$ cat config.mk
export PLATFORM = sky130hd
export DESIGN_NAME = chain_power_sched_flat
export DESIGN_NICKNAME = d
export VERILOG_FILES = /design/src/rtl/chain_power_sched_pkg.sv /design/src/rtl/chain_power_sched_if.sv /design/src/rtl/chain_power_sched_id_order_scan.sv /design/src/rtl/chain_power_sched.sv /design/src/flat_wrapper.sv
export SDC_FILE = /design/constraint.sdc
export NUM_CORES = 1
export LEC_CHECK = 0
export CORE_ASPECT_RATIO = 1.25
export CORE_MARGIN = 2
export CORE_UTILIZATION = 60
export DETAILED_ROUTE_END_ITERATION = 10
export PLACE_DENSITY = 0.82
export SLEW_MARGIN = 20
export SYNTH_ARGS = -nofsm -noshare
export SYNTH_HDL_FRONTEND = slang
export SYNTH_SLANG_ARGS = --single-unit
$ cat constraint.sdc
create_clock -name t_clk -period 6.9 [get_ports t_clk]
set_clock_uncertainty 0.05 [all_clocks]
set_input_delay 1.38 -clock t_clk [delete_from_list [all_inputs] [get_ports t_clk]]
set_output_delay 1.38 -clock t_clk [all_outputs]
set_load 0.01 [all_outputs]
$ cat src/rtl/chain_power_sched_pkg.sv
// Shared state codes, error codes and widths for the chain power scheduler.
package sched_pkg;

  localparam int PWR_W = 12;

  typedef logic [2:0] state_t;

  localparam state_t ST_IDLE      = 3'd0;
  localparam state_t ST_WAIT_SORT = 3'd1;
  localparam state_t ST_ORDER     = 3'd2;
  localparam state_t ST_PACK      = 3'd3;
  localparam state_t ST_RUN       = 3'd4;
  localparam state_t ST_DONE      = 3'd5;

  localparam logic [1:0] ERR_NONE        = 2'd0;
  localparam logic [1:0] ERR_TIMEOUT     = 2'd1;
  localparam logic [1:0] ERR_DUP_ID      = 2'd2;
  localparam logic [1:0] ERR_OVER_BUDGET = 2'd3;

  function automatic int max3(input int a, input int b, input int c);
    int m;
    m = (a > b) ? a : b;
    return (m > c) ? m : c;
  endfunction

endpackage

$ cat src/rtl/chain_power_sched_if.sv
// Chip-side and control signals of the chain power scheduler, bundled for one port.
interface chain_power_sched_if #(
  parameter int N_CHIP = 2
);
  logic                         start;
  logic [N_CHIP-1:0]            sort_finish;
  logic [4*N_CHIP-1:0]          chip_id;
  logic [4*N_CHIP-1:0]          power_value_upper;
  logic [4*N_CHIP-1:0]          power_value_lower;
  logic [N_CHIP-1:0]            test_en;
  logic                         busy;
  logic                         done;
  logic [1:0]                   err_code;
  logic [sched_pkg::PWR_W-1:0]  batch_power;

  modport master (
    output start, sort_finish, chip_id, power_value_upper, power_value_lower,
    input  test_en, busy, done, err_code, batch_power
  );

  modport slave (
    input  start, sort_finish, chip_id, power_value_upper, power_value_lower,
    output test_en, busy, done, err_code, batch_power
  );
endinterface

$ cat src/rtl/chain_power_sched_id_order_scan.sv
// ORDER-phase scanner: one ID value k per cycle, appends the unique chip holding k to the order list.
module id_order_scan
  import sched_pkg::*;
#(
  parameter int N_CHIP = 2,
  parameter int IDX_W  = $clog2(N_CHIP),
  parameter int LEN_W  = $clog2(N_CHIP + 1)
) (
  input  logic                t_clk,
  input  logic                rst_n,
  input  logic                clear,
  input  logic                scan_en,
  input  logic [3:0]          k,
  input  logic [4*N_CHIP-1:0] ids,
  output logic [IDX_W-1:0]    order_list [N_CHIP],
  output logic [LEN_W-1:0]    order_len,
  output logic                dup
);

  logic [N_CHIP-1:0] hit;
  logic [LEN_W-1:0]  hit_cnt;
  logic [IDX_W-1:0]  hit_idx;
  logic              dup_now;
  logic [IDX_W-1:0]  list_reg [N_CHIP];
  logic [LEN_W-1:0]  len_reg;
  logic              dup_reg;

  generate
    for (genvar gi = 0; gi < N_CHIP; gi++) begin : g_hit
      assign hit[gi] = (ids[4*gi +: 4] == k);
    end
  endgenerate

  always_comb begin
    hit_cnt = '0;
    hit_idx = '0;
    for (int i = 0; i < N_CHIP; i++) begin
      if (hit[i]) begin
        hit_cnt = hit_cnt + LEN_W'(1);
        hit_idx = IDX_W'(i);
      end
    end
  end

  // A duplicate found on the last scanned value must reach the FSM in the same cycle.
  assign dup_now    = scan_en && (hit_cnt > LEN_W'(1));
  assign dup        = dup_reg | dup_now;
  assign order_len  = len_reg;
  assign order_list = list_reg;

  always_ff @(posedge t_clk or negedge rst_n) begin
    if (!rst_n) begin
      len_reg <= '0;
      dup_reg <= 1'b0;
      for (int i = 0; i < N_CHIP; i++) list_reg[i] <= '0;
    end else if (clear) begin
      len_reg <= '0;
      dup_reg <= 1'b0;
    end else if (scan_en) begin
      if (dup_now) begin
        dup_reg <= 1'b1;
      end else if (hit_cnt == LEN_W'(1) && !dup_reg) begin
        list_reg[len_reg[IDX_W-1:0]] <= hit_idx;
        len_reg                      <= len_reg + LEN_W'(1);
      end
    end
  end

endmodule

$ cat src/rtl/chain_power_sched.sv
// Test-power scheduler: orders chips by ID, then grants test_en in batches under a power budget.
// Optional macro SCHED_TIMEOUT_EN bounds the wait for sort_finish by SORT_TIMEOUT cycles.
module chain_power_sched
  import sched_pkg::*;
#(
  parameter int N_CHIP       = 2,
  parameter int PWR_BUDGET   = 20,
  parameter int TEST_CYCLES  = 256,
  parameter int SORT_TIMEOUT = 1024
) (
  input logic                t_clk,
  input logic                rst_n,
  chain_power_sched_if.slave bus
);

  localparam int IDX_W = $clog2(N_CHIP);
  localparam int LEN_W = $clog2(N_CHIP + 1);
  localparam int CNT_W = $clog2(max3(TEST_CYCLES, SORT_TIMEOUT, 16) + 1);
  localparam int BW    = PWR_W + 1;
  localparam logic [BW-1:0] BUDGET = BW'(PWR_BUDGET);

  state_t              state_reg;
  logic [CNT_W-1:0]    cnt_reg;
  logic [LEN_W-1:0]    ptr_reg;
  logic [4*N_CHIP-1:0] id_reg;
  logic [7:0]          pwr_reg [N_CHIP];
  logic [7:0]          chip_pwr [N_CHIP];
  logic [N_CHIP-1:0]   mask_reg;
  logic [N_CHIP-1:0]   test_en_reg;
  logic [PWR_W-1:0]    sum_reg;
  logic [PWR_W-1:0]    batch_power_reg;
  logic [1:0]          err_reg;

  logic [IDX_W-1:0]    order_list [N_CHIP];
  logic [LEN_W-1:0]    order_len;
  logic                scan_dup;

  logic [IDX_W-1:0]    cur_idx;
  logic [BW-1:0]       cur_pwr;
  logic [BW-1:0]       cand_sum;
  logic                list_left;
  logic                over_budget;
  logic                fits;
  logic                batch_empty;
  logic                all_sorted;

  generate
    for (genvar gi = 0; gi < N_CHIP; gi++) begin : g_pwr
      assign chip_pwr[gi] = {bus.power_value_upper[4*gi +: 4], bus.power_value_lower[4*gi +: 4]};
    end
  endgenerate

  id_order_scan #(
    .N_CHIP (N_CHIP),
    .IDX_W  (IDX_W),
    .LEN_W  (LEN_W)
  ) u_scan (
    .t_clk      (t_clk),
    .rst_n      (rst_n),
    .clear      (state_reg == ST_IDLE && bus.start),
    .scan_en    (state_reg == ST_ORDER),
    .k          (cnt_reg[3:0]),
    .ids        (id_reg),
    .order_list (order_list),
    .order_len  (order_len),
    .dup        (scan_dup)
  );

  always_comb begin
    cur_idx     = order_list[ptr_reg[IDX_W-1:0]];
    cur_pwr     = {{(BW-8){1'b0}}, pwr_reg[cur_idx]};
    cand_sum    = {1'b0, sum_reg} + cur_pwr;
    list_left   = (ptr_reg < order_len);
    over_budget = (cur_pwr > BUDGET);
    fits        = (cand_sum <= BUDGET);
    batch_empty = (mask_reg == '0);
    all_sorted  = &bus.sort_finish;
  end

  always_ff @(posedge t_clk or negedge rst_n) begin
    if (!rst_n) begin
      state_reg       <= ST_IDLE;
      cnt_reg         <= '0;
      ptr_reg         <= '0;
      id_reg          <= '0;
      mask_reg        <= '0;
      test_en_reg     <= '0;
      sum_reg         <= '0;
      batch_power_reg <= '0;
      err_reg         <= ERR_NONE;
      for (int i = 0; i < N_CHIP; i++) pwr_reg[i] <= '0;
    end else begin
      case (state_reg)
        ST_IDLE: begin
          if (bus.start) begin
            err_reg   <= ERR_NONE;
            cnt_reg   <= '0;
            state_reg <= ST_WAIT_SORT;
          end
        end
        ST_WAIT_SORT: begin
          if (all_sorted) begin
            id_reg    <= bus.chip_id;
            for (int i = 0; i < N_CHIP; i++) pwr_reg[i] <= chip_pwr[i];
            cnt_reg   <= '0;
            state_reg <= ST_ORDER;
          end
`ifdef SCHED_TIMEOUT_EN
          else if (cnt_reg == CNT_W'(SORT_TIMEOUT - 1)) begin
            err_reg   <= ERR_TIMEOUT;
            state_reg <= ST_DONE;
          end else begin
            cnt_reg <= cnt_reg + CNT_W'(1);
          end
`endif
        end
        ST_ORDER: begin
          // The full 16-value scan always runs; a duplicate only changes where it exits.
          if (scan_dup) err_reg <= ERR_DUP_ID;
          if (cnt_reg == CNT_W'(15)) begin
            cnt_reg   <= '0;
            ptr_reg   <= '0;
            state_reg <= scan_dup ? ST_DONE : ST_PACK;
          end else begin
            cnt_reg <= cnt_reg + CNT_W'(1);
          end
        end
        ST_PACK: begin
          if (list_left && over_budget && batch_empty) begin
            if (err_reg == ERR_NONE) err_reg <= ERR_OVER_BUDGET;
            ptr_reg <= ptr_reg + LEN_W'(1);
          end else if (list_left && fits) begin
            mask_reg[cur_idx] <= 1'b1;
            sum_reg           <= cand_sum[PWR_W-1:0];
            ptr_reg           <= ptr_reg + LEN_W'(1);
          end else if (!batch_empty) begin
            test_en_reg     <= mask_reg;
            batch_power_reg <= sum_reg;
            cnt_reg         <= '0;
            state_reg       <= ST_RUN;
          end else begin
            state_reg <= ST_DONE;
          end
        end
        ST_RUN: begin
          if (cnt_reg == CNT_W'(TEST_CYCLES - 1)) begin
            test_en_reg     <= '0;
            batch_power_reg <= '0;
            mask_reg        <= '0;
            sum_reg         <= '0;
            state_reg       <= ST_PACK;
          end else begin
            cnt_reg <= cnt_reg + CNT_W'(1);
          end
        end
        ST_DONE: state_reg <= ST_IDLE;
        default: state_reg <= ST_IDLE;
      endcase
    end
  end

  assign bus.test_en     = test_en_reg;
  assign bus.busy        = (state_reg != ST_IDLE);
  assign bus.done        = (state_reg == ST_DONE);
  assign bus.err_code    = err_reg;
  assign bus.batch_power = batch_power_reg;

endmodule

$ cat src/flat_wrapper.sv
// flat-port wrapper written by rule: the top's interface ports become plain ports
module chain_power_sched_flat import sched_pkg::*;
#(
  parameter int N_CHIP       = 2,
  parameter int PWR_BUDGET   = 20,
  parameter int TEST_CYCLES  = 256,
  parameter int SORT_TIMEOUT = 1024
)
  (t_clk, rst_n, bus_start, bus_sort_finish, bus_chip_id, bus_power_value_upper, bus_power_value_lower, bus_test_en, bus_busy, bus_done, bus_err_code, bus_batch_power);
  chain_power_sched_if #(.N_CHIP(N_CHIP)) bus_i ();
  input logic t_clk;
  input logic rst_n;
  input wire logic [$bits(bus_i.start)-1:0] bus_start;
  input wire logic [$bits(bus_i.sort_finish)-1:0] bus_sort_finish;
  input wire logic [$bits(bus_i.chip_id)-1:0] bus_chip_id;
  input wire logic [$bits(bus_i.power_value_upper)-1:0] bus_power_value_upper;
  input wire logic [$bits(bus_i.power_value_lower)-1:0] bus_power_value_lower;
  output wire logic [$bits(bus_i.test_en)-1:0] bus_test_en;
  output wire logic [$bits(bus_i.busy)-1:0] bus_busy;
  output wire logic [$bits(bus_i.done)-1:0] bus_done;
  output wire logic [$bits(bus_i.err_code)-1:0] bus_err_code;
  output wire logic [$bits(bus_i.batch_power)-1:0] bus_batch_power;
  assign bus_i.start = bus_start;
  assign bus_i.sort_finish = bus_sort_finish;
  assign bus_i.chip_id = bus_chip_id;
  assign bus_i.power_value_upper = bus_power_value_upper;
  assign bus_i.power_value_lower = bus_power_value_lower;
  assign bus_test_en = bus_i.test_en;
  assign bus_busy = bus_i.busy;
  assign bus_done = bus_i.done;
  assign bus_err_code = bus_i.err_code;
  assign bus_batch_power = bus_i.batch_power;
  chain_power_sched #(.N_CHIP(N_CHIP), .PWR_BUDGET(PWR_BUDGET), .TEST_CYCLES(TEST_CYCLES), .SORT_TIMEOUT(SORT_TIMEOUT)) u_core (.t_clk(t_clk), .rst_n(rst_n), .bus(bus_i));
endmodule
## Word level (Yosys, flattened, before mapping)

Cells that the tools add are included.

- Input bits: 29
- Register bits: 75
- Output and inout bits: 18
- Word-level logic and storage cells: 155

- Magnitude comparators: 10
- Muxes and demuxes: 63
- Reductions and logical operators: 31
- $add $sub $neg: 5
- Eq/ne operators: 24
- Bitwise logic cells: 7

Operators by type and width:

| kind | count |
|---|---|
| two-way mux 11 bit | 7 |
| two-way mux 12 bit | 6 |
| case mux 11 bit (5 select lines) | 1 |
| case mux 12 bit (2 select lines) | 2 |
| two-way mux 2 bit | 18 |
| two-way mux 8 bit | 3 |
| two-way mux 3 bit | 7 |
| case mux 3 bit (5 select lines) | 1 |
| inequality test 2 x 1 -> 1 bit (second input constant) | 7 |
| adder 12 x 8 -> 13 bit | 1 |
| <= comparator 13 x 5 -> 1 bit (second input constant) | 1 |
| inequality test 2 bit (second input constant) | 6 |
| case mux 2 bit (2 select lines) | 3 |
| adder 11 x 1 -> 11 bit (second input constant) | 1 |
| equality test 11 x 4 -> 1 bit (second input constant) | 1 |
| equality test 11 x 8 -> 1 bit (second input constant) | 1 |
| two-way mux 1 bit | 11 |
| AND reduction 5 bit | 2 |
| nonzero test 2 bit | 5 |
| AND reduction 3 bit | 3 |
| equality test 4 bit | 2 |
| > comparator 8 x 5 -> 1 bit (second input constant) | 1 |
| logical AND 1 bit | 8 |
| AND reduction 4 bit | 2 |
| 27 further kinds | 40 |

## Depth between registers and ports, before layout

Gate-level depths: netlist of the first run.

- Depth in word-level cells: 14
- Mapped depth: 16
- Gate-level depth less buffers: 13

## By module

Synthesis of the first run repeated with hierarchy kept, for this count alone.

- Cell total of the unflattened synthesis: 411
- Area, all modules: 4196.5 µm²

By module, submodules not included:

| module | cells an instance | area each (µm²) | instances | sequential area each (µm²) |
|---|---|---|---|---|
| chain_power_sched | 382 | 3863.7 | 1 | 1751.7 |
| id_order_scan | 29 | 332.8 | 1 | 125.1 |

## Worst setup path before layout of the first run

Ideal clock, no wire load.

- Path type: register to register
- Start: register u_core.ptr_reg[0]
- End: register u_core.ptr_reg[0]
- Library setup time: 0.125 ns
- Path buffers: 1
- Data required time: 6.725 ns
- Period minus slack after synthesis: 3.963 ns
- Setup slack: 2.937 ns
- Stages on the path, launching flop included: 15
- Arrival: 3.788 ns
- Cell sequence: dfrtp_1 > mux2i_1 > clkbuf_1 > mux2_2 > ha_1 > inv_1 > fa_1 > nand2b_1 > a211oi_1 > o21ai_0 > a31o_2 > or4_4 > o21ai_0 > o211a_1 > mux2_2

- Cells in the longest elaborated chain, start to end: 13
- Elaborated cells between the ends (all ways): 21
- Classes of those cells: 2 x add/sub; 3 x order compare; 1 x eq/ne; 9 x mux; 2 x bitwise; 4 x reduce/logical

RTL lines:

| item | RTL line | source |
|---|---|---|
| start, declared | chain_power_sched.sv:24 | `logic [LEN_W-1:0] ptr_reg;` |
| start signal, assigned | chain_power_sched.sv:131 | `ptr_reg <= ptr_reg + LEN_W'(1);` |
| start signal, assigned | chain_power_sched.sv:135 | `ptr_reg <= ptr_reg + LEN_W'(1);` |
| NOT 1 -> 2 bit (not written as such) | chain_power_sched.sv:70 | `cur_idx = order_list[ptr_reg[IDX_W-1:0]];` |
| two-way mux 1 bit (not written as such) (3 in a row) | chain_power_sched.sv:70 |  |
| NOT 1 -> 2 bit (not written as such) | chain_power_sched.sv:71 | `cur_pwr = {{(BW-8){1'b0}}, pwr_reg[cur_idx]};` |
| two-way mux 8 bit (not written as such) (3 in a row) | chain_power_sched.sv:71 |  |
| adder 12 x 8 -> 13 bit or > comparator 8 x 5 -> 1 bit (tied branches) | chain_power_sched.sv:72, chain_power_sched.sv:74 |  |
| <= comparator 13 x 5 -> 1 bit or logical AND 1 bit (tied branches) | chain_power_sched.sv:75, chain_power_sched.sv:129 |  |
| logical AND 1 bit (on tied branches) | chain_power_sched.sv:132, chain_power_sched.sv:129 |  |
| inequality test 3 x 1 -> 1 bit (no line) or two-way mux 2 bit (tied branches) | - |  |
| AND reduction 3 bit (no line) or case mux 2 bit (2 select lines) (tied branches) | - |  |

Parallel ways exist; a longest one is shown, timed or not. The select of a mux whose other input is x is not followed.
A chain may end at the register's enable or synchronous reset.

## Final worst setup path of the first run

- Start: register u_core.ptr_reg[0]
- End: register u_core.batch_power_reg[1] (netlist: u_core.bus.batch_power[1])

- Cells in the longest elaborated chain, start to end: 13
- Elaborated cells between the ends (all ways): 18
- Classes of those cells: 1 x add/sub; 3 x order compare; 2 x eq/ne; 6 x mux; 2 x bitwise; 4 x reduce/logical

RTL lines:

| item | RTL line | source |
|---|---|---|
| NOT 1 -> 2 bit (not written as such) | chain_power_sched.sv:70 |  |
| two-way mux 1 bit (not written as such) (3 in a row) | chain_power_sched.sv:70 |  |
| NOT 1 -> 2 bit (not written as such) | chain_power_sched.sv:71 |  |
| two-way mux 8 bit (not written as such) (3 in a row) | chain_power_sched.sv:71 |  |
| adder 12 x 8 -> 13 bit or > comparator 8 x 5 -> 1 bit (tied branches) | chain_power_sched.sv:72, chain_power_sched.sv:74 |  |
| <= comparator 13 x 5 -> 1 bit or logical AND 1 bit (tied branches) | chain_power_sched.sv:75, chain_power_sched.sv:129 |  |
| logical AND 1 bit (on tied branches) | chain_power_sched.sv:132, chain_power_sched.sv:129 |  |
| inequality test 2 bit (no line) | - |  |
| AND reduction 5 bit (no line) (*) | - |  |
| end signal, assigned | chain_power_sched.sv:138 | `batch_power_reg <= sum_reg;` |
| end, declared | chain_power_sched.sv:31 | `logic [PWR_W-1:0] batch_power_reg;` |

Every way passes the cells marked *; elsewhere a longest branch is shown, timed or not. The select of a mux whose other input is x is not followed.

==> impl_metrics.ini, run 1 <==
[cells_and_area]
multi_input_area_um2 = 2080
syn_to_final_growth_pct = 17.0
regArea_um2 = 1880
layout-drive-gt1-share_pct = 13.3
fin_nets = 489
largest_reg_flops = 16
diodes = 0
postLayoutCoreUtil_pct = 73.0
num-fill-cells = 491

[global_route]
grt_pass1_vias = 3377
overflow = 0
grt_max_degree = 76
grt_pass1_wl_um = 16000
antenna_found_initial = 0
grt_use_total_pct = 26.7

[power_and_ir_drop]
combPwrFrac_pct = 44.8
leakagePower_nw = 2.18
power.internal_mw = 1.20
switchingPower_uw = 776
p_per_area_nw_per_um2 = 410
seq_power_share_pct = 36.6
peakVddDrop_uv = 262
swShare_pct = 39.3
clkPwrFrac_pct = 18.6

[timing]
fmax_mhz = 197
rsz0062_at_grt = false
finalCritPeriodShare_pct = 73.7
tightestPinTransition_ns = 1.04
slew_headroom_pct = 31.0
tns_ns = 0
hold_violations = 0
setup_viol = 0
post-route-min-period_ns = 5.09
report.final.slew_viol_count = 0

[synth]
async_flop_share_pct = 100
synth_cell_type_count = 57
synth.most_common_cell = dfrtp_1
syn_inst = 406
yosysWarnings = 0
syn_nets = 448
yosys-top-cells-count = dfrtp_1 (75), mux2_2 (36), nor2_1 (30)
ys_seq_area_share_pct = 45.6
syn_area_per_cell_um2 = 10.1
synthTopCellsByArea = dfrtp_1 (46%), mux2_2 (9.8%), ha_1 (3.6%), nand3_1 (2.8%), nor2_1 (2.7%)
synthFlopType = dfrtp_1
syn-cell-area_um2 = 4120
yosys.area.top_type = dfrtp_1
synth_edf_count = 0
synth_top_area_share_pct = 45.6
ys_ff_latch = 75

[worst_setup_path]
path_class = reg2reg
crit_slowest_cell = nor3_4
critPathTopFamily = simple AND/OR/NAND/NOR gates
crit_chain = mux2i_2 -> mux2_2 -> ha_1 -> inv_1 -> fa_1 -> nand2b_1 -> a211oi_1 -> o21ai_0 -> a31o_2 -> or4_4 -> nor3_4 -> nor2_1 -> mux2_2
crit-reg2reg-launch = u_core.ptr_reg[0]$_DFFE_PN0P_
path_buf_inv = 1
slowest_delay_ns = 0.71
cp.arrival_ns = 5.28
r2r-end = u_core.bus.batch_power[1]$_DFFE_PN0P_
cp-start-kind = flip-flop
r2r_setup_slack_ns = 1.81
r2r_cells = 13
worstPathRequired_ns = 7.10
path_max_fanout = 21
crit_top_cell = mux2_2
crit_path_end_kind = flip-flop

[drt]
vias = 3327
dr.pass1.iters = 5
postRouteAntennaNets = 0
drt_iter0_drc = 267
routed_wl_um = 9410
drc = 0
wl_per_cell_um = 17.5
viasPerCell = 6.18

[floorplan]
core.rowCount = 33
initial_core_util_pct = 62.4
die_w_um = 78.1
dieHeight_um = 96.7
die-area_um2 = 7550
core_area_um2 = 6610
io_pins = 47

[cts]
root_buffer = clkbuf_8
clk-insertion-delay-late_ns = 0.36
clock_path_buffers = 2
tritoncts = done
h-tree-depth = 3
numCtsBuffers = 9
cts_sinks = 75
cts_setup_buffers = 0
clkTransAtPathRegs_ns = 0.08
cts_hold_repair.buffers = 0
cts_resized = 0

[place]
dp_hpwl_um = 6780
port_buffers = 46
gp_congestion = 0.894

[worst_hold_path]
hp-start = u_core.u_scan.order_len[1]$_DFFE_PN0P_
holdPathStages = 1
worstHoldPathType = reg2reg
hold-path-endpoint = u_core.u_scan.order_len[1]$_DFFE_PN0P_

[run]
max_cap_violations = 0

[run_status]
status = finished clean
[per-stage QoR]
| step | hold WS (ns) | instances | worst slack [ns] | instance area, um^2 | total power [mW] |
|---|---|---|---|---|---|
| after floorplan | 0.401 | 406 | 2.94 | 4120 | 1.34 |
| after global placement | 0.429 | 523 | 1.78 | 4610 | 1.56 |
| after detailed placement | 0.448 | 523 | 1.55 | 4610 | 1.59 |
| after CTS | 0.464 | 538 | 1.55 | 4820 | 1.96 |
| after global routing | 0.498 | 538 | 1.43 | 4820 | 2.11 |
| final | 0.464 | 538 | 1.81 | 4820 | 1.98 |
[worst reg2reg max path, stage by stage, from the launching register on]
cell,delay (ns)
dfrtp_1,0.44
mux2i_2,0.69
mux2_2,0.29
ha_1,0.20
inv_1,0.07
fa_1,0.40
nand2b_1,0.19
a211oi_1,0.36
o21ai_0,0.15
a31o_2,0.22
or4_4,0.45
nor3_4,0.71
nor2_1,0.41
mux2_2,0.37
[power by group through the flow]
| stage | combinational [mW] | sequential [mW] | clock, mW |
|---|---|---|---|
| after floorplan | 0.670 | 0.673 | 0 |
| after global placement | 0.840 | 0.720 | 0 |
| after detailed placement | 0.866 | 0.727 | 0 |
| after CTS | 0.876 | 0.719 | 0.369 |
| after global routing | 0.972 | 0.742 | 0.393 |
| final | 0.885 | 0.723 | 0.366 |
[metal layers]
layer	GRT usage, %	vias up	routed length [um]
met1	34.5	1653	3900
li1	-	1558	-
met2	43.8	93	4850
met5	0	-	0
met3	5.04	23	411
met4	11.2	0	245
[cell usage in the layout (no fill, tap or decap), types with 4 or more instances in the layout]
cell type | netlist | routed
xnor2_1 | 7 | 7
clkbuf_8 | 0 | 9
ha_1 | 12 | 12
nand2_1 | 20 | 20
nand3_1 | 23 | 23
mux2_2 | 36 | 36
inv_1 | 23 | 23
nand2b_1 | 5 | 5
nor3_1 | 11 | 11
a21oi_1 | 9 | 9
o22ai_1 | 9 | 9
clkdlybuf4s50_1 | 0 | 45
a21o_1 | 6 | 6
and2_1 | 10 | 10
o31ai_1 | 6 | 6
nor2_1 | 30 | 30
nor4_1 | 4 | 4
xor2_1 | 10 | 10
o21ai_0 | 21 | 20
dfrtp_1 | 75 | 75
and3_1 | 8 | 8
or3_1 | 5 | 5
[layout make-up]
class	instances	share of cell area [%]
inverters	23	1.79
clock inverters	4	1.58
multi-input cells	291	43.1
clock buffers	11	2.72
flip-flops and latches	75	38.9
well taps	87	2.26
repair buffers	47	9.60
[cell families (layout without fill, tap and decap cells)]
logic type	Yosys count	after routing	synth area share [%]
simple gates	130	130	16.3
mux	40	40	10.8
buf+inv	40	85	4.07
fa+ha+maj	13	13	4.13
compound gates	91	91	15.5
xor+xnor	17	17	3.61
flops	75	75	45.6
[worst max-delay path by stage]
stage / from / end / depth (start not counted)
2_1_floorplan: u_core.ptr_reg[0]$_DFFE_PN0P_ / u_core.ptr_reg[0]$_DFFE_PN0P_ / 14
4_1_cts: u_core.ptr_reg[0]$_DFFE_PN0P_ / u_core.bus.batch_power[1]$_DFFE_PN0P_ / 13
3_5_place_dp: u_core.ptr_reg[0]$_DFFE_PN0P_ / u_core.bus.batch_power[1]$_DFFE_PN0P_ / 13
3_3_place_gp: u_core.ptr_reg[0]$_DFFE_PN0P_ / u_core.bus.batch_power[1]$_DFFE_PN0P_ / 13
5_1_grt: u_core.ptr_reg[0]$_DFFE_PN0P_ / u_core.bus.batch_power[1]$_DFFE_PN0P_ / 13
6_report: u_core.ptr_reg[0]$_DFFE_PN0P_ / u_core.bus.batch_power[1]$_DFFE_PN0P_ / 13
Note: power is estimated with default switching activity, not from simulation.
==> inputs of run 2 (changes only) <==
Settings changed: CORE_UTILIZATION 60 to 51, PLACE_DENSITY 0.82 to 0.74.
Clock period 6.9 ns to 4.4 ns, I/O delays scaled along.
==> impl_metrics.ini, run 2 (same netlist as run 1, synthesis figures left out) <==
[timing]
slew_headroom_pct = 37.0
finalCritPeriodShare_pct = 93.7
hold_violations = 0
rsz0062_at_grt = false
tightestPinTransition_ns = 0.941
setup_slack_ns = 0.275
setup_viol = 0
tns_ns = 0
fmax_mhz = 242
post-route-min-period_ns = 4.12
holdWs_ns = 0.464
report.final.slew_viol_count = 0

[worst_setup_path]
crit_chain = mux2i_1 -> buf_4 -> mux2_2 -> ha_1 -> a21o_1 -> a2111oi_0 -> nand2b_1 -> a31o_2 -> or4_4 -> nor3_4 -> buf_4 -> or3_1 -> mux2i_1
critPathTopFamily = simple AND/OR/NAND/NOR gates
cp.arrival_ns = 4.35
slowest_delay_ns = 0.45
cp-start-kind = flip-flop
path_class = reg2reg
path_buf_inv = 2
crit_path_end_kind = flip-flop
crit_slowest_cell = or4_4
path_max_fanout = 20
worstPathRequired_ns = 4.62

[cts]
cts_setup_buffers = 0
h-tree-depth = 3
clock_path_buffers = 2
cts_sinks = 75
cts_hold_repair.buffers = 0
cts_resized = 0
root_buffer = clkbuf_8
tritoncts = done
clk-insertion-delay-late_ns = 0.34
clkTransAtPathRegs_ns = 0.08
numCtsBuffers = 9

[global_route]
grt_use_total_pct = 21.7
grt_pass1_wl_um = 15600
overflow = 0
grt_max_degree = 47
grt_pass1_vias = 3231
antenna_found_initial = 0

[place]
gp_congestion = 0.887
dp_hpwl_um = 6720
dp_slack_ns = 0.200
port_buffers = 46

[cells_and_area]
largest_reg_flops = 16
syn_to_final_growth_pct = 17.9
diodes = 0
num-fill-cells = 699
fin_nets = 492
final_cell_mix = dfrtp_1 (75), clkdlybuf4s50_1 (45), mux2_2 (36), nor2_1 (30)
final_common_cell = dfrtp_1
layout-drive-gt1-share_pct = 14.5
postLayoutCoreUtil_pct = 62.0

[run_status]
status = finished clean

[floorplan]
dieHeight_um = 104
core_area_um2 = 7840
io_pins = 47
die_w_um = 84.4
die-area_um2 = 8820
core.rowCount = 36
initial_core_util_pct = 52.6

[power_and_ir_drop]
total_power_mw = 3.07
leakagePower_nw = 2.20
p_per_area_nw_per_um2 = 631
peakVddDrop_uv = 470

[drt]
drt_iter0_drc = 142
wl_per_cell_um = 16.6
routed_wl_um = 9140
dr.pass1.iters = 4
drc = 0
vias = 3242
viasPerCell = 5.89
postRouteAntennaNets = 0

[worst_hold_path]
worstHoldPathType = reg2reg

[run]
max_cap_violations = 0
==> run 2: where the power goes <==
group / internal, mW / switching (mW) / total [mW]
sequential: 0.904 / 0.224 / 1.13
clock: 0.283 / 0.273 / 0.555
combinational: 0.662 / 0.723 / 1.38
==> run 2: area by class of cell <==
type	instances	area (um^2)	share of cell area [%]
multi-input cells	291	2080	42.8
flip-flops and latches	75	1880	38.6
repair buffers	50	485	9.99
clock buffers	10	138	2.83
well taps	95	119	2.45
inverters	23	86.3	1.78
clock inverters	6	72.6	1.49
==> run 2: path summary, 6_finish.rpt <==
path	startpoint	depth (start not counted)	endpoint	slack, ns
setup / recovery	u_core.ptr_reg[0]$_DFFE_PN0P_	13	u_core.cnt_reg[1]$_DFFE_PN0P_	0.28
hold / removal	u_core.u_scan.order_list[0]$_DFFE_PN0P_	1	u_core.u_scan.order_list[0]$_DFFE_PN0P_	0.46
setup reg to reg	u_core.ptr_reg[0]$_DFFE_PN0P_	13	u_core.cnt_reg[1]$_DFFE_PN0P_	0.28
hold reg to reg	u_core.u_scan.order_list[0]$_DFFE_PN0P_	1	u_core.u_scan.order_list[0]$_DFFE_PN0P_	0.46
max in group asynchronous	rst_n	2	u_core.pwr_reg[14]$_DFFE_PN0P_	2.75
min in group asynchronous	rst_n	1	u_core.bus.batch_power[11]$_DFFE_PN0P_	0.51
==> run 2: metrics by stage <==
stage | instances | area (um^2)
detailed placement | 534 | 4640
global route | 550 | 4860
finish | 550 | 4860
floorplan | 406 | 4120
global placement | 534 | 4640
CTS | 550 | 4850
==> run 2: per-layer routing <==
layer / share of wire (%) / routed length [um] / global-route usage, % / vias to the layer above
met3: 3.1 / 281 / 2.78 / 11
met5: 0 / 0 / 0 / -
li1: - / - / - / 1565
met2: 52 / 4750 / 37.2 / 57
met1: 44 / 3980 / 29.1 / 1609
met4: 1.4 / 125 / 5.44 / 0
==> inputs of run 3 (changes only) <==
Settings changed: CORE_UTILIZATION 51 to 53, CTS_BUF_LIST from default to sky130_fd_sc_hd__clkbuf_8, PLACE_DENSITY 0.74 to 0.77.
Clock period 4.4 ns to 3.6 ns, I/O delays scaled along.
==> impl_metrics.ini, run 3 (same netlist as run 1, synthesis figures left out) <==
[run_status]
status = finished, violations left
violations = negative setup slack

[worst_setup_path]
cp.arrival_ns = 3.94
crit-reg2reg-launch = u_core.ptr_reg[0]$_DFFE_PN0P_
slowest_delay_ns = 0.48
path_buf_inv = 4
crit_path_end_kind = flip-flop
r2r_cells = 16
worstPathRequired_ns = 3.79
path_class = reg2reg
path_max_fanout = 5
r2r-end = u_core.ptr_reg[0]$_DFFE_PN0P_
cp-start-kind = flip-flop
r2r_setup_slack_ns = -0.14
crit_top_cell = buf_6
crit_slowest_cell = or4_4
critPathTopFamily = compound AO/OA/AOI/OAI gates
crit_chain = mux2i_2 -> buf_6 -> mux2_4 -> ha_4 -> inv_2 -> fa_2 -> buf_6 -> xnor2_1 -> a32oi_1 -> o311a_1 -> o2111ai_2 -> or4_4 -> buf_6 -> o21ai_4 -> o211a_1 -> mux2_2

[timing]
rsz0062_at_grt = true
hold_violations = 0
setup_slack_ns = -0.141
finalCritPeriodShare_pct = 104
tightestPinTransition_ns = 0.722
setup_viol = 26
report.final.slew_viol_count = 0
fmax_mhz = 267
tns_ns = -1.33
post-route-min-period_ns = 3.74
slew_headroom_pct = 51.4

[place]
dp_hpwl_um = 7180
dpl.cell_count = 565
dp_slack_ns = -0.152
port_buffers = 46
gp_congestion = 0.878

[power_and_ir_drop]
p_per_area_nw_per_um2 = 801
peakVddDrop_uv = 503
total_power_mw = 4.45
seq_power_share_pct = 31.4
switchingPower_mw = 1.78
swShare_pct = 40.0
power.internal_mw = 2.67
clkPwrFrac_pct = 14.2
combPwrFrac_pct = 54.4
leakagePower_nw = 2.49

[cells_and_area]
fin_cells = 587
fin_nets = 532
largest_reg_flops = 16
diodes = 0
syn_to_final_growth_pct = 34.9
final_common_cell = dfrtp_1
layout-drive-gt1-share_pct = 29.5
num-fill-cells = 540
final_cell_mix = dfrtp_1 (75), clkdlybuf4s50_1 (45), mux2_2 (32), buf_4 (32), nor2_1 (29)

[floorplan]
dieHeight_um = 103
initial_core_util_pct = 55.3
io_pins = 47
core_area_um2 = 7440
die-area_um2 = 8500
core.rowCount = 35
die_w_um = 82.9

[drt]
dr.pass1.iters = 4
wl_per_cell_um = 18.0
drc = 0
drt-met1-wl_um = 4270
postRouteAntennaNets = 0
wl_met2_um = 5620
met3_length_um = 445
drt_iter0_drc = 204
vias = 3492
viasPerCell = 5.95
routed_wl_um = 10600
highest_layer = met4

[global_route]
grt_use_total_pct = 25.7
grt_pass1_wl_um = 17100
grt_max_degree = 31
grt_pass1_vias = 3556
antenna_found_initial = 0
overflow = 0

[cts]
cts_hold_repair.buffers = 0
root_buffer = clkbuf_8
tritoncts = done
h-tree-depth = 3
clk-insertion-delay-late_ns = 0.37
numCtsBuffers = 9
clkTransAtPathRegs_ns = 0.09
clock_path_buffers = 2
cts_sinks = 75

[worst_hold_path]
worstHoldPathType = in2async

[run]
max_cap_violations = 0
==> run 3: changes by cell type in the layout (fill, tap and decap cells not counted), sizes merged <==
cell,delta
buf,+40
clkinv,-1
inv,+2
clkbuf,-1
==> run 3: worst max path at each step <==
stage	startpoint	end	slack [ns]	cells after the start
finish	u_core.ptr_reg[0]$_DFFE_PN0P_	u_core.ptr_reg[0]$_DFFE_PN0P_	-0.14	16
CTS	u_core.ptr_reg[0]$_DFFE_PN0P_	u_core.ptr_reg[0]$_DFFE_PN0P_	-0.13	15
detailed placement	u_core.ptr_reg[0]$_DFFE_PN0P_	u_core.bus.batch_power[9]$_DFFE_PN0P_	-0.15	14
global placement	u_core.ptr_reg[0]$_DFFE_PN0P_	u_core.ptr_reg[0]$_DFFE_PN0P_	-0.06	13
global route	u_core.ptr_reg[0]$_DFFE_PN0P_	u_core.ptr_reg[0]$_DFFE_PN0P_	-0.30	13
floorplan	u_core.ptr_reg[0]$_DFFE_PN0P_	u_core.sum_reg[0]$_DFFE_PN0P_	0.02	13
==> run 3: repair_timing <==
item | CTS | global route
endpoints found under the setup margin | 31 | 39
pin swaps | 14 | 17
gates cloned | 2 | 0
resized for setup | 26 | 37
buffers inserted | 5 | 0
==> run 3: layout make-up <==
cell class | count | area (um^2) | share of cell area, %
clock inverter | 7 | 62.6 | 1.13
timing repair buffer | 90 | 838 | 15.1
clock buffer | 9 | 124 | 2.23
sequential | 75 | 1880 | 33.8
tap | 92 | 115 | 2.07
inverter | 23 | 86.3 | 1.55
multi-input combinational | 291 | 2460 | 44.2
==> run 3: power groups by stage <==
stage | logic (mW) | registers [mW] | clock network, mW
global route | 2.62 | 1.44 | 0.681
floorplan | 1.43 | 1.30 | 0
finish | 2.42 | 1.40 | 0.633
detailed placement | 2.12 | 1.40 | 0
global placement | 2.06 | 1.38 | 0
CTS | 2.26 | 1.39 | 0.639
==> run 3: layer usage <==
layer	vias to the layer above	global-route usage [%]
met1	1728	30.8
met2	96	44.3
li1	1647	-
met5	-	0
met4	0	12.6
met3	21	5.76
==> run 3: metrics by stage <==
stage               hold WS (ns)  util (%)  instance area [um^2]
finish                     0.263      74.7                  5560
global route               0.273      74.7                  5560
CTS                        0.258      72.2                  5380
detailed placement         0.440      67.7                  5040
global placement           0.432      67.7                  5040
floorplan                  0.374         -                  4260
==> variant: new RTL, settings of run 2 <==
`SORT_TIMEOUT` is set to 1024 in 2 places; all go to 2048.
--- a/src/rtl/chain_power_sched.sv
+++ b/src/rtl/chain_power_sched.sv
@@ -6,7 +6,7 @@
   parameter int N_CHIP       = 2,
   parameter int PWR_BUDGET   = 20,
   parameter int TEST_CYCLES  = 256,
-  parameter int SORT_TIMEOUT = 1024
+  parameter int SORT_TIMEOUT = 2048
 ) (
   input logic                t_clk,
   input logic                rst_n,
--- a/src/flat_wrapper.sv
+++ b/src/flat_wrapper.sv
@@ -4,7 +4,7 @@
   parameter int N_CHIP       = 2,
   parameter int PWR_BUDGET   = 20,
   parameter int TEST_CYCLES  = 256,
-  parameter int SORT_TIMEOUT = 1024
+  parameter int SORT_TIMEOUT = 2048
 )
   (t_clk, rst_n, bus_start, bus_sort_finish, bus_chip_id, bus_power_value_upper, bus_power_value_lower, bus_test_en, bus_busy, bus_done, bus_err_code, bus_batch_power);
   chain_power_sched_if #(.N_CHIP(N_CHIP)) bus_i ();
Check against the original RTL: same outputs for any inputs over 10 cycles, from zero or initial values and one cycle with rst_n low; that may be too few to reach the edited logic, so the function may still have changed.
==> variant against run 2 <==
- first-iteration DRC count down 7.7%
- sequential cell count up 1
- wire length shrank 7.8%
- via count fell by 1.5%
- design area is 3.7% higher
- worst setup slack better by 160 ps
- area after synthesis up 4.4%
- total power increased by 7.5%
- largest cell class unchanged
==> variant: results (changes against run 2) <==
[outcome]
status = complete, no violations

[cells_and_area]
nets = 506  ; +2.8%
drive_gt1_share_pct = 14.9  ; +0.42 points
fillers = 687  ; -1.7%
largest_reg_flops = 16  ; unchanged

[clocking]
numCtsBuffers = 9  ; unchanged
clockBufferDepth = 2  ; unchanged
clk_latency_ps = 350
h-tree-depth = 3  ; unchanged

[worst_setup_path]
crit_fanout = 12  ; -40%
reg2reg_slack_ps = 440  ; +160 ps
cp.arrival_ps = 4190  ; -160 ps

[synth]
synth_compound_area_share_pct = 14.3  ; -1.2 points
synthTopCellsByCount = dfrtp_1 (76), nand2_1 (41), o21ai_0 (39)
ys_warn_count = 0  ; unchanged
synth_xor_area_share_pct = 2.85  ; -0.76 points
synth_fp_nets = 463  ; +3.3%
synthArstFlopShare_pct = 100  ; unchanged
synthTopCellsByArea = dfrtp_1 (44%), mux2_4 (6.6%), o21ai_0 (4.5%)
synthAdderAreaFrac_pct = 3.96  ; -0.17 points
synth_seq_area_share_pct = 44.2  ; -1.3 points
yosys_most_used_dff = dfrtp_1
synth_cell_types = 58  ; +1.8%
synth_mux_area_share_pct = 12.7  ; +1.8 points

[routing]
wl_per_cell_um = 14.9  ; -10%
viasPerCell = 5.64  ; -4.3%
drt_iter0_markers = 131  ; -7.7%

[place]
gp_congestion = 0.852  ; -3.9%
dp_hpwl_mm = 6.14  ; -8.7%

[timing]
tightest_slew_ps = 947  ; +5.38 ps

[global_route]
grt_use_total_pct = 20.0  ; -1.8 points
antenna_found_initial = 0  ; unchanged
grt_pass1_wl_mm = 14.7  ; -6.0%
grt_max_degree = 77  ; +64%
grt_pass1_vias = 3241  ; +0.31%

[power_and_ir_drop]
ir_drop_mv = 0.324  ; -31%
power.leakage_nw = 2.26  ; +2.7%

## variant: cell types whose count changed after synthesis, moves of 5 or more
cell / change
o21ai_0: +18
mux2_4: +19
mux2_2: -21
o22ai_1: -9
mux2i_1: +5
nand2_1: +21
nor2_1: -14
a21oi_1: +7
and2_1: -8
o31ai_1: -5
## variant: path summary, 6_finish.rpt
path | start | end | cells after the start
min in group asynchronous | rst_n | u_core.sum_reg[11] | 1
max | u_core.ptr_reg[0] | u_core.cnt_reg[1] | 14
min reg2reg | u_core.u_scan.order_len[1] | u_core.u_scan.order_len[1] | 1
max in group asynchronous | rst_n | u_core.pwr_reg[1] | 1
max reg2reg | u_core.ptr_reg[0] | u_core.cnt_reg[1] | 14
min | u_core.u_scan.order_len[1] | u_core.u_scan.order_len[1] | 1
## variant: critical path: stages (launching register included)
cell and delay, ps:
dfrtp_1 450, mux2i_1 200, buf_4 210, mux2_2 170, ha_1 150, inv_1 60
fa_1 380, nand2b_1 180, a21oi_1 220, o21ai_0 190, nor4b_1 200, o32ai_2 420
nor3_1 140, nor3_2 620, mux2i_1 240
## variant: layout make-up
cell class | count | area, um^2 | area share, %
clock buffer | 9 | 124 | 2.46
clock inverter | 7 | 124 | 2.46
inverter | 24 | 90.1 | 1.79
multi-input combinational | 303 | 2190 | 43.5
sequential | 76 | 1900 | 37.7
tap | 97 | 121 | 2.41
timing repair buffer | 50 | 488 | 9.68
## variant: cell families after synthesis
group                    Yosys count
XOR/XNOR                          14
adder cells (fa/ha/maj)           13
multiplexers                      43
AO/OA/AOI/OAI                     93
AND/OR/NAND/NOR                  140
flip-flops                        76
buffers and inverters             42
## variant: stage by stage
| step | hold WS (ps) | power (mW) | std cells | setup WS (ps) | cell area, um^2 |
|---|---|---|---|---|---|
| final | 446 | 3.30 | 566 | 439 | 5040 |
| after global routing | 489 | 3.56 | 566 | 36.1 | 5040 |
| after global placement | 432 | 2.63 | 550 | 522 | 4790 |
| after CTS | 450 | 3.32 | 566 | 444 | 5040 |
| after floorplan | 408 | 2.33 | 421 | 794 | 4300 |
| after detailed placement | 436 | 2.66 | 550 | 469 | 4790 |
## variant: report_power, final
part	leakage (nW)	internal [mW]	total [mW]	switching, mW
Clock	0.120	0.380	0.650	0.270
Sequential	0.986	0.915	1.15	0.231
Combinational	1.15	0.770	1.50	0.733
Total	2.26	2.07	3.30	1.23
## variant: per-layer routing
metal | global-route usage, % | wire length [um]
met3 | 4.00 | 279
met1 | 25.1 | 3780
met4 | 8.50 | 177
met2 | 33.2 | 4190
met5 | 0 | 0
